<file path="src/rtl/inv_countdown.sv">
// inv_countdown: loads MAXV - code as a countdown preset, then decrements once per tick to zero.
module inv_countdown #(
  parameter int WIDTH = 4,
  parameter int MAXV  = 5
) (
  input  logic             clk,
  input  logic             reset,
  input  logic             load_i,
  input  logic [WIDTH-1:0] code_i,
  input  logic             tick_i,
  input  logic             pause_i,
  output logic [WIDTH-1:0] value_o,
  output logic             busy_o,
  output logic             done_o,
  output logic             err_o
);
  typedef enum logic [1:0] {IDLE, RUN, HOLD} state_t;
  localparam logic [WIDTH-1:0] MAX_W = WIDTH'(MAXV);
  localparam logic [WIDTH-1:0] ONE   = WIDTH'(1);
  state_t           state_q;
  logic [WIDTH-1:0] value_q;
  logic             busy_q, done_q, err_q;
  logic             code_ok;
  logic [WIDTH-1:0] inv;
  // compare before subtracting so out-of-range codes never wrap
  assign code_ok = code_i < MAX_W;
  assign inv     = code_ok ? MAX_W - code_i : '0;
  always_ff @(posedge clk) begin
    if (reset) begin
      state_q <= IDLE;
      value_q <= '0;
      busy_q  <= 1'b0;
      done_q  <= 1'b0;
      err_q   <= 1'b0;
    end else begin
      done_q <= 1'b0;
      if (load_i) begin
        value_q <= inv;
        err_q   <= !code_ok;
        busy_q  <= code_ok;
        state_q <= !code_ok ? IDLE : pause_i ? HOLD : RUN;
      end else if (state_q == RUN) begin
        if (pause_i) begin
          state_q <= HOLD;
        end else if (tick_i) begin
          if (value_q <= ONE) begin
            value_q <= '0;
            done_q  <= 1'b1;
            busy_q  <= 1'b0;
            state_q <= IDLE;
          end else begin
            value_q <= value_q - ONE;
          end
        end
      end else if (state_q == HOLD && !pause_i) begin
        state_q <= RUN;
      end
    end
  end
  assign value_o = value_q;
  assign busy_o  = busy_q;
  assign done_o  = done_q;
  assign err_o   = err_q;
endmodule

</file>
<file path="config.mk">
export PLATFORM = sky130hd
export DESIGN_NAME = inv_countdown
export DESIGN_NICKNAME = d
export VERILOG_FILES = /design/src/rtl/inv_countdown.sv
export SDC_FILE = /design/constraint.sdc
export NUM_CORES = 1
export LEC_CHECK = 0
export BUFFER_PORTS_ARGS = -buffer_cell sky130_fd_sc_hd__clkbuf_2
export CAP_MARGIN = 25
export CORE_AREA = 2 2 39 41
export DETAILED_ROUTE_END_ITERATION = 6
export DIE_AREA = 0 0 41 43
export PLACE_DENSITY = 0.66
export SLEW_MARGIN = 30
export SYNTH_ARGS = -nofsm -noshare
export SYNTH_HDL_FRONTEND = slang
export SYNTH_SLANG_ARGS = --single-unit
</file>
<file path="constraint.sdc">
create_clock -name clk -period 1.95 [get_ports clk]
set_input_delay 0 -clock clk [delete_from_list [all_inputs] [get_ports clk]]
set_output_delay 0 -clock clk [all_outputs]
set_load 0.01 [all_outputs]
</file>
# Yosys cells after proc, flatten, opt, wreduce, memory -nomap -nowiden
# Cells that the tools add are included.
totals:
  regBits: 9
  inputBits: 9
  out_inout_bits: 7
  elab_cells: 47
op_classes:
  n_addsub: 2
  n_lt_le_gt_ge: 2
  n_eq_ne: 5
  muxes: 20
  bitwise: 2
  n_reduce_logical: 11
ops:
  columns: ["cell", "count"]
  rows:
  - ["4-bit two-way mux", 6]
  - ["2-bit two-way mux", 8]
  - ["1-bit two-way mux", 6]
  - ["3-bit AND reduction", 2]
  - ["2-bit nonzero test", 3]
  - ["5-bit OR reduction", 1]
  - ["4-bit by 1-bit less-or-equal comparator with 1-bit output (second input constant)", 1]
  - ["4-bit by 3-bit less-than comparator with 1-bit output (second input constant)", 1]
  - ["4-bit by 3-bit != test with 1-bit output (second input constant)", 1]
  - ["4-bit != test (second input constant)", 1]
  - ["4-bit AND reduction", 1]
  - ["3-bit by 4-bit subtractor with 4-bit output (first input constant)", 1]
  - ["4-bit by 1-bit subtractor with 4-bit output (second input constant)", 1]
  - ["3-bit nonzero test", 1]
  - ["2-bit by 1-bit equality test with 1-bit output (second input constant)", 1]
  - ["2-bit equality test (second input constant)", 1]
  - ["1-bit logical NOT", 2]
  - ["2-bit != test (second input constant)", 1]
  - ["1-bit inverter", 2]
  - ["1-bit logical AND", 1]

# Depth between registers and ports, before layout
# Gate-level depths: netlist (run 1).
depth:
  word_depth: 6
  depth_mapped: 6
  mapped_depth_nobuf: 6

# Worst setup path before layout (run 1)
# No wires, ideal clock.
synth_path:
  kind: "register -> register"
  startpoint: "register value_q[0], in the netlist value_o[0]"
  endpoint: "register value_q[3], in the netlist value_o[3]"
  setup_ps: 86
  t_arrival_ps: 1457
  t_required_ps: 1864
  setup_slack_ps: 408
  stages_incl_launch_ff: 7
  n_path_buf: 0
  cell_sequence: "dfxtp_1 -> inv_1 -> ha_1 -> or2_1 -> a21oi_1 -> a221oi_1 -> a211oi_1"
synth_via:
  elab_chain_cells: 6
  elab_cells_between_ends: 7
  cone_classes: "add/sub: 1; order compare: 1; mux: 5"
synth_lines:
  columns: ["element", "line_no", "source"]
  rows:
  - ["start, declared", "21", "logic [WIDTH-1:0] value_q;"]
  - ["start signal, assigned", "38", "value_q <= inv;"]
  - ["start signal, assigned", "52", "value_q <= value_q - ONE;"]
  - ["4-bit by 1-bit subtractor with 4-bit output / 4-bit by 1-bit less-or-equal comparator with 1-bit output (equally long branches)", "52, 46", null]
  - ["4-bit two-way mux (*)", "46", "if (value_q <= ONE) begin"]
  - ["4-bit two-way mux (*)", "45", "end else if (tick_i) begin"]
  - ["4-bit two-way mux (*)", "43", "if (pause_i) begin"]
  - ["4-bit two-way mux (*)", "42", "end else if (state_q == RUN) begin"]
  - ["4-bit two-way mux (*)", "37", "if (load_i) begin"]
# Mark *: on every way between the ends. The rest lies on a longest branch, timed or not. The select of a mux whose other input is x is not followed.
# A chain may end at the register's enable or synchronous reset.

# Worst setup path in the final report (run 1)
# Same ends and word-level chain as after synthesis.

==> results.json, run 1 <==
{
  "synth_top_family_by_area": "compound AO/OA/AOI/OAI gates",
  "fmax_ghz": 0.5995,
  "synthMuxAreaShare": 0,
  "antenna_found_initial": 0,
  "core_area_mm2": 0.001384,
  "syn_avg_cell_area_um2": 9.101,
  "h-tree-depth": 1,
  "dr.pass1.iters": 4,
  "final_antenna_net_count": 0,
  "crit_arrival_ps": 1840,
  "routed_wl_um": 1144,
  "post-dp-hpwl_um": 872.5,
  "worst_pin_slew_ps": 452.7,
  "grt.overflow.total": 0,
  "io_buffers": 15,
  "power.density_mw_per_mm2": 671.8,
  "drive_gt1_frac": 0.2750,
  "clk_pin_slew_worst_paths_ps": 60,
  "required_ps": 2120,
  "grt_usage": 0.1546,
  "yosysWarnings": 0,
  "first_iter_violations": 3,
  "syn_area_um2": 564.3,
  "vias_per_cell": 5.219,
  "dp_cells": 91,
  "crit_path_end_kind": "flip-flop",
  "grt_pass1_wl_um": 1842,
  "post-route-period-util": 0.8554,
  "synth_nets": 75,
  "grt_start_max_net_pins": 11,
  "nFillCells": 141,
  "antennaDiodeCount": 0,
  "rsz0062_at_grt": "no",
  "grt_pass1_vias": 449,
  "cp_num_buf_inv": 1,
  "cts-resized-gates": 0,
  "setup_ws_ps": 282.0,
  "r2r_slack_ps": 280,
  "wire_per_inst_um": 11.92,
  "maxCapViolCount": 0,
  "post-place-ws_ps": 323.5,
  "status": "finished, final reports clean",
  "p_leak_nw": 0.2908,
  "clockBufferDepth": 2,
  "final_cells": 96,
  "r2r_cells": 6,
  "final_nets": 94,
  "ys_seq_area_frac": 0.3193,
  "clock_sinks": 9,
  "cp_top_family": "compound AO/OA/AOI/OAI gates",
  "hp-class": "primary input to flip-flop",
  "final_hold_viol_count": 0,
  "cts_root_buf": "clkbuf_4",
  "drv_slew": 0,
  "ios": 16,
  "synthAdderAreaFrac": 0.08869,
  "r2r-start": "value_o[0]$_SDFFE_PP0P_",
  "finalCriticalPeriod_ps": 1668,
  "syn_inst": 62,
  "cp-endpoint": "value_o[3]$_SDFFE_PP0P_",
  "regToRegEndpoint": "value_o[3]$_SDFFE_PP0P_",
  "via_count": 501,
  "ir_worst_vdd_mv": 0.3080,
  "row_count": 14,
  "ys_types": 30,
  "fin_util": 0.4846,
  "crit_cells": 6,
  "die_area_mm2": 0.001763,
  "start_kind": "flip-flop",
  "gp_congestion": 0.8527,
  "finalSetupViolCount": 0,
  "synth-xor-area-share": 0.01552,
  "path_class": "flip-flop to flip-flop",
  "dieWidth_um": 41,
  "cp_slowest_cell": "dfxtp_1",
  "clk_latency_ps": 260,
  "setup_tns_ps": 0,
  "synthSimpleGateAreaFrac": 0.1552,
  "synth-compound-area-share": 0.3237,
  "cts_made_buffers": 3,
  "dieHeight_um": 43,
  "cts_tree": "built",
  "holdWs_ps": 66.71,
  "synth-seq-cells": 9,
  "max_stage_delay_ps": 370,
  "final.setup_skew_ps": 0.5943,
  "crit_fanout": 4,
  "cp-startpoint": "value_o[0]$_SDFFE_PP0P_",
  "drcViolationCount": 0,
  "slew_headroom": 0.6904,
  "syn2layout_area_growth_pct": 18.85,
  "initial_core_util": 0.4078,
  "path_cells": "inv_1 -> ha_1 -> or2_1 -> a21oi_1 -> a221oi_1 -> a211oi_1"
}
==> worst min-delay path: cells and delay by family <==
family | cells | cell delay [ps]
buffers and inverters | 1 | 80
and+or+nand+nor | 1 | 130
AOI/OAI and AO/OA | 1 | 60
==> power breakdown <==
group	switching [mW]	leakage (nW)	internal, mW	total, mW
Sequential	0.00907	0.0739	0.195	0.204
Clock	0.0684	0.0150	0.0790	0.147
Combinational	0.0562	0.202	0.0430	0.0992
Total	0.134	0.291	0.317	0.451
==> logic make-up (layout without fill, tap and decap cells) <==
logic type,count (synthesis),count (layout)
AOI/OAI and AO/OA,22,22
xor gates and xnor gates,1,1
adders and majority gates,4,4
buffers and inverters,10,28
DFF,9,9
and+or+nand+nor,16,16
==> sequential cells by signal (all words and copies together), names as in the netlist <==
| signal | count |
|---|---|
| value_o | 4 |
| state_q | 2 |
| busy_o | 1 |
| done_o | 1 |
| err_o | 1 |
==> per-layer routing <==
metal	share of wire	up-vias	global-route usage
met5	0	-	0
met4	0.017	0	0.1200
met3	0.036	2	0.01571
met2	0.48	9	0.2188
met1	0.47	226	0.2026
li1	-	264	-
==> per-stage QoR <==
step / cell area [um2] / power (mW)
after CTS: 670.6 / 0.4564
final: 670.6 / 0.4505
after global routing: 670.6 / 0.4776
after detailed placement: 634.4 / 0.3056
after floorplan: 564.3 / 0.2780
after global placement: 634.4 / 0.3048
==> Yosys cell counts (all sizes together) <==
cell,n,area [um2]
a211oi,7,57.55
nor3,2,10.01
a2111oi,2,23.77
o21ai,1,5.000
o211ai,1,7.510
or2b,1,7.510
a22oi,1,7.510
xnor2,1,8.760
a22o,1,8.760
nor2,6,22.52
inv,8,30.03
ha,4,50.05
o211a,1,10.01
a32oi,1,8.760
and3b,1,8.760
a221oi,1,8.760
nand3,1,5.000
buf,1,11.26
or3,1,6.260
or2,1,6.260
o32ai,1,8.760
clkbuf,1,13.76
dfxtp,9,180.2
a21oi,5,36.29
nand2b,2,15.02
nor4,1,6.260
==> timing repair <==
action / CTS / global route
endpoints found under the hold margin: 1 / 0
hold buffers: 1 / 0
buffers inserted: 0 / 0
==> final cells by class <==
class | count | area [um2] | share of cell area
Inverter | 8 | 30.03 | 0.04478
Multi-Input combinational cell | 43 | 329.1 | 0.4907
Clock buffer | 4 | 26.28 | 0.03918
Timing Repair Buffer | 16 | 85.08 | 0.1269
Sequential cell | 9 | 180.2 | 0.2687
Tap cell | 16 | 20.02 | 0.02985
==> cell usage in the layout (no fill, tap or decap) <==
master         synthesis  layout
or3_1                  1       1
nor4_1                 1       1
o211a_1                1       1
dfxtp_1                9       9
a22o_1                 1       1
xnor2_1                1       1
a21oi_4                1       1
a32oi_1                1       1
a211oi_1               6       6
a21oi_1                4       4
nand3_1                1       1
nand2b_2               1       1
o32ai_1                1       1
clkbuf_4               0       3
nor3_1                 2       2
a2111oi_2              1       1
a22oi_1                1       1
ha_1                   4       4
nor2_1                 6       6
a2111oi_0              1       1
and3b_1                1       1
clkbuf_2               0      15
or2b_1                 1       1
o211ai_1               1       1
a211oi_2               1       1
inv_1                  8       8
or2_1                  1       1
a221oi_1               1       1
dlygate4sd3_1          0       1
nand2b_1               1       1
o21ai_0                1       1
clkbuf_1               0       1
==> how the worst min path moves through the flow <==
stage,start,endpoint,depth (start not counted)
final,code_i[3],state_q[1]$_SDFFE_PP0P_,3
after global routing,code_i[3],state_q[1]$_SDFFE_PP0P_,3
after CTS,code_i[3],state_q[1]$_SDFFE_PP0P_,3
after detailed placement,pause_i,done_o$_SDFF_PP0_,2
after global placement,pause_i,done_o$_SDFF_PP0_,2
after floorplan,pause_i,done_o$_SDFF_PP0_,1
No activity file was read; power rests on OpenSTA's default activity.
==> run 2: changes to the inputs <==
--- a/config.mk
+++ b/config.mk
@@ -5,12 +5,12 @@
 export SDC_FILE = /design/constraint.sdc
 export NUM_CORES = 1
 export LEC_CHECK = 0
-export BUFFER_PORTS_ARGS = -buffer_cell sky130_fd_sc_hd__clkbuf_2
 export CAP_MARGIN = 25
 export CORE_AREA = 2 2 39 41
 export DETAILED_ROUTE_END_ITERATION = 6
 export DIE_AREA = 0 0 41 43
-export PLACE_DENSITY = 0.66
+export DONT_BUFFER_PORTS = 1
+export PLACE_DENSITY = 0.56
 export SLEW_MARGIN = 30
 export SYNTH_ARGS = -nofsm -noshare
 export SYNTH_HDL_FRONTEND = slang
==> run 2 against run 1 <==
Non-clock buffer count is 12 lower. Flip-flop and latch count stayed put. Core utilization is 3.3 points lower. Hold slack worse by 15 ps. Clock power is 4% higher. Highest routed layer unchanged. First-iteration DRC count grew to 8.7 times the previous value. Critical path type unchanged.
==> results.json, run 2 (synthesis results as in run 1) <==
{
  "io_buffers": 0,
  "grt_start_max_net_pins": 11,
  "final_hold_viol_count": 0,
  "row_count": 14,
  "finalSetupViolCount": 0,
  "syn2layout_area_growth_pct": 10.86,
  "final_cell_mix": "dfxtp_1 (9), inv_1 (8), nor2_1 (6), a211oi_1 (6)",
  "fmax_ghz": 0.5680,
  "start_kind": "flip-flop",
  "dieWidth_um": 41,
  "final_nets": 82,
  "required_ps": 2130,
  "clockBufferDepth": 2,
  "drv_slew": 0,
  "gr-usage-met3": 0.06283,
  "final_antenna_net_count": 0,
  "r2r_cells": 6,
  "maxCapViolCount": 0,
  "wire_per_inst_um": 15.23,
  "grt.met1_usage": 0.2484,
  "dieHeight_um": 43,
  "gp_congestion": 0.7303,
  "setup_tns_ps": 0,
  "ir_worst_vdd_mv": 0.2973,
  "crit_fanout": 4,
  "drive_gt1_frac": 0.1029,
  "cts_made_buffers": 3,
  "grt_pass1_wl_um": 2035,
  "worst_pin_slew_ps": 457.7,
  "antennaDiodeCount": 0,
  "cts_root_buf": "clkbuf_4",
  "hp-class": "primary input to flip-flop",
  "power.density_mw_per_mm2": 710.9,
  "crit_arrival_ps": 1940,
  "holdWs_ps": 51.45,
  "crit_path_end_kind": "flip-flop",
  "initial_core_util": 0.4078,
  "die_area_mm2": 0.001763,
  "h-tree-depth": 1,
  "core_area_mm2": 0.001384,
  "via_count": 491,
  "post-route-period-util": 0.9028,
  "post-dp-hpwl_um": 850.7,
  "grt_pass1_vias": 448,
  "r2r-start": "value_o[0]$_SDFFE_PP0P_",
  "p_leak_nw": 0.2385,
  "top_usage_layer": "met1",
  "finalCriticalPeriod_ps": 1760,
  "clk_latency_ps": 270,
  "largest_reg_flops": 4,
  "final.setup_skew_ps": 3.733,
  "path_class": "flip-flop to flip-flop",
  "grt_usage": 0.1769,
  "clk_pin_slew_worst_paths_ps": 70,
  "final_common_cell": "dfxtp_1",
  "placed_area_um2": 559.3,
  "worstHoldStart": "load_i",
  "rsz0062_at_grt": "no",
  "vias_per_cell": 5.845,
  "slew_headroom": 0.6870,
  "clock_sinks": 9,
  "antenna_found_initial": 0,
  "status": "finished, final reports clean",
  "drcViolationCount": 0,
  "postLayoutCellArea_um2": 625.6,
  "grtUsageMet2": 0.2063,
  "holdPathStages": 4,
  "first_iter_violations": 26,
  "cp-startpoint": "value_o[0]$_SDFFE_PP0P_",
  "cts_tree": "built",
  "routed_wl_um": 1279,
  "dr.pass1.iters": 4,
  "ios": 16,
  "grt.overflow.total": 0
}
[run 2: changes by cell type in the layout (fill, tap and decap cells not counted), sizes merged]
cell	change
clkbuf	-15
dlygate4sd3	+3
[run 2: per-layer routing]
layer | vias to the layer above | share of wire
li1 | 242 | -
met2 | 16 | 0.43
met3 | 5 | 0.070
met5 | - | 0
met1 | 228 | 0.47
met4 | 0 | 0.034
[run 2: area by class of cell]
| cell class | instances | area [um2] |
|---|---|---|
| Clock buffer | 4 | 26.28 |
| Tap cell | 16 | 20.02 |
| Fill cell | 141 | 758.2 |
| Inverter | 8 | 30.03 |
| Sequential cell | 9 | 180.2 |
| Multi-Input combinational cell | 43 | 329.1 |
| Timing Repair Buffer | 4 | 40.04 |
[run 2: timing repair]
item,in CTS,in global routing
setup buffers,0,0
endpoints found under the hold margin,9,0
hold buffers,4,0
gates resized for setup,0,0
[run 2: critical path: stages, from the launching register on]
cell and delay, ps:
dfxtp_1 440, inv_1 120, ha_1 230, or2_1 250
a21oi_1 270, a211oi_1 120, a211oi_1 240
[run 2: path summary, 6_finish.rpt]
kind | end | slack [ps]
worst max-delay path | value_o[0]$_SDFFE_PP0P_ | 190
worst max register to register | value_o[0]$_SDFFE_PP0P_ | 190
worst min-delay path | busy_o$_SDFFE_PP0P_ | 50
worst min register to register | err_o$_SDFFE_PP0P_ | 540
[run 2: power by group]
| group | switching (mW) | internal, mW | total [mW] |
|---|---|---|---|
| registers | 0.0154 | 0.195 | 0.210 |
| clock network | 0.0739 | 0.0793 | 0.153 |
| logic | 0.0446 | 0.0366 | 0.0812 |
| total | 0.134 | 0.311 | 0.445 |
[run 2: per-stage QoR]
step	util	std cells	setup slack (ps)	total power [mW]
after global routing	0.4521	84	55.64	0.4680
after detailed placement	0.4042	76	258.0	0.2814
after floorplan	-	62	407.5	0.2780
final	0.4521	84	189.5	0.4447
after CTS	0.4521	84	202.2	0.4481
after global placement	0.4042	76	261.1	0.2820
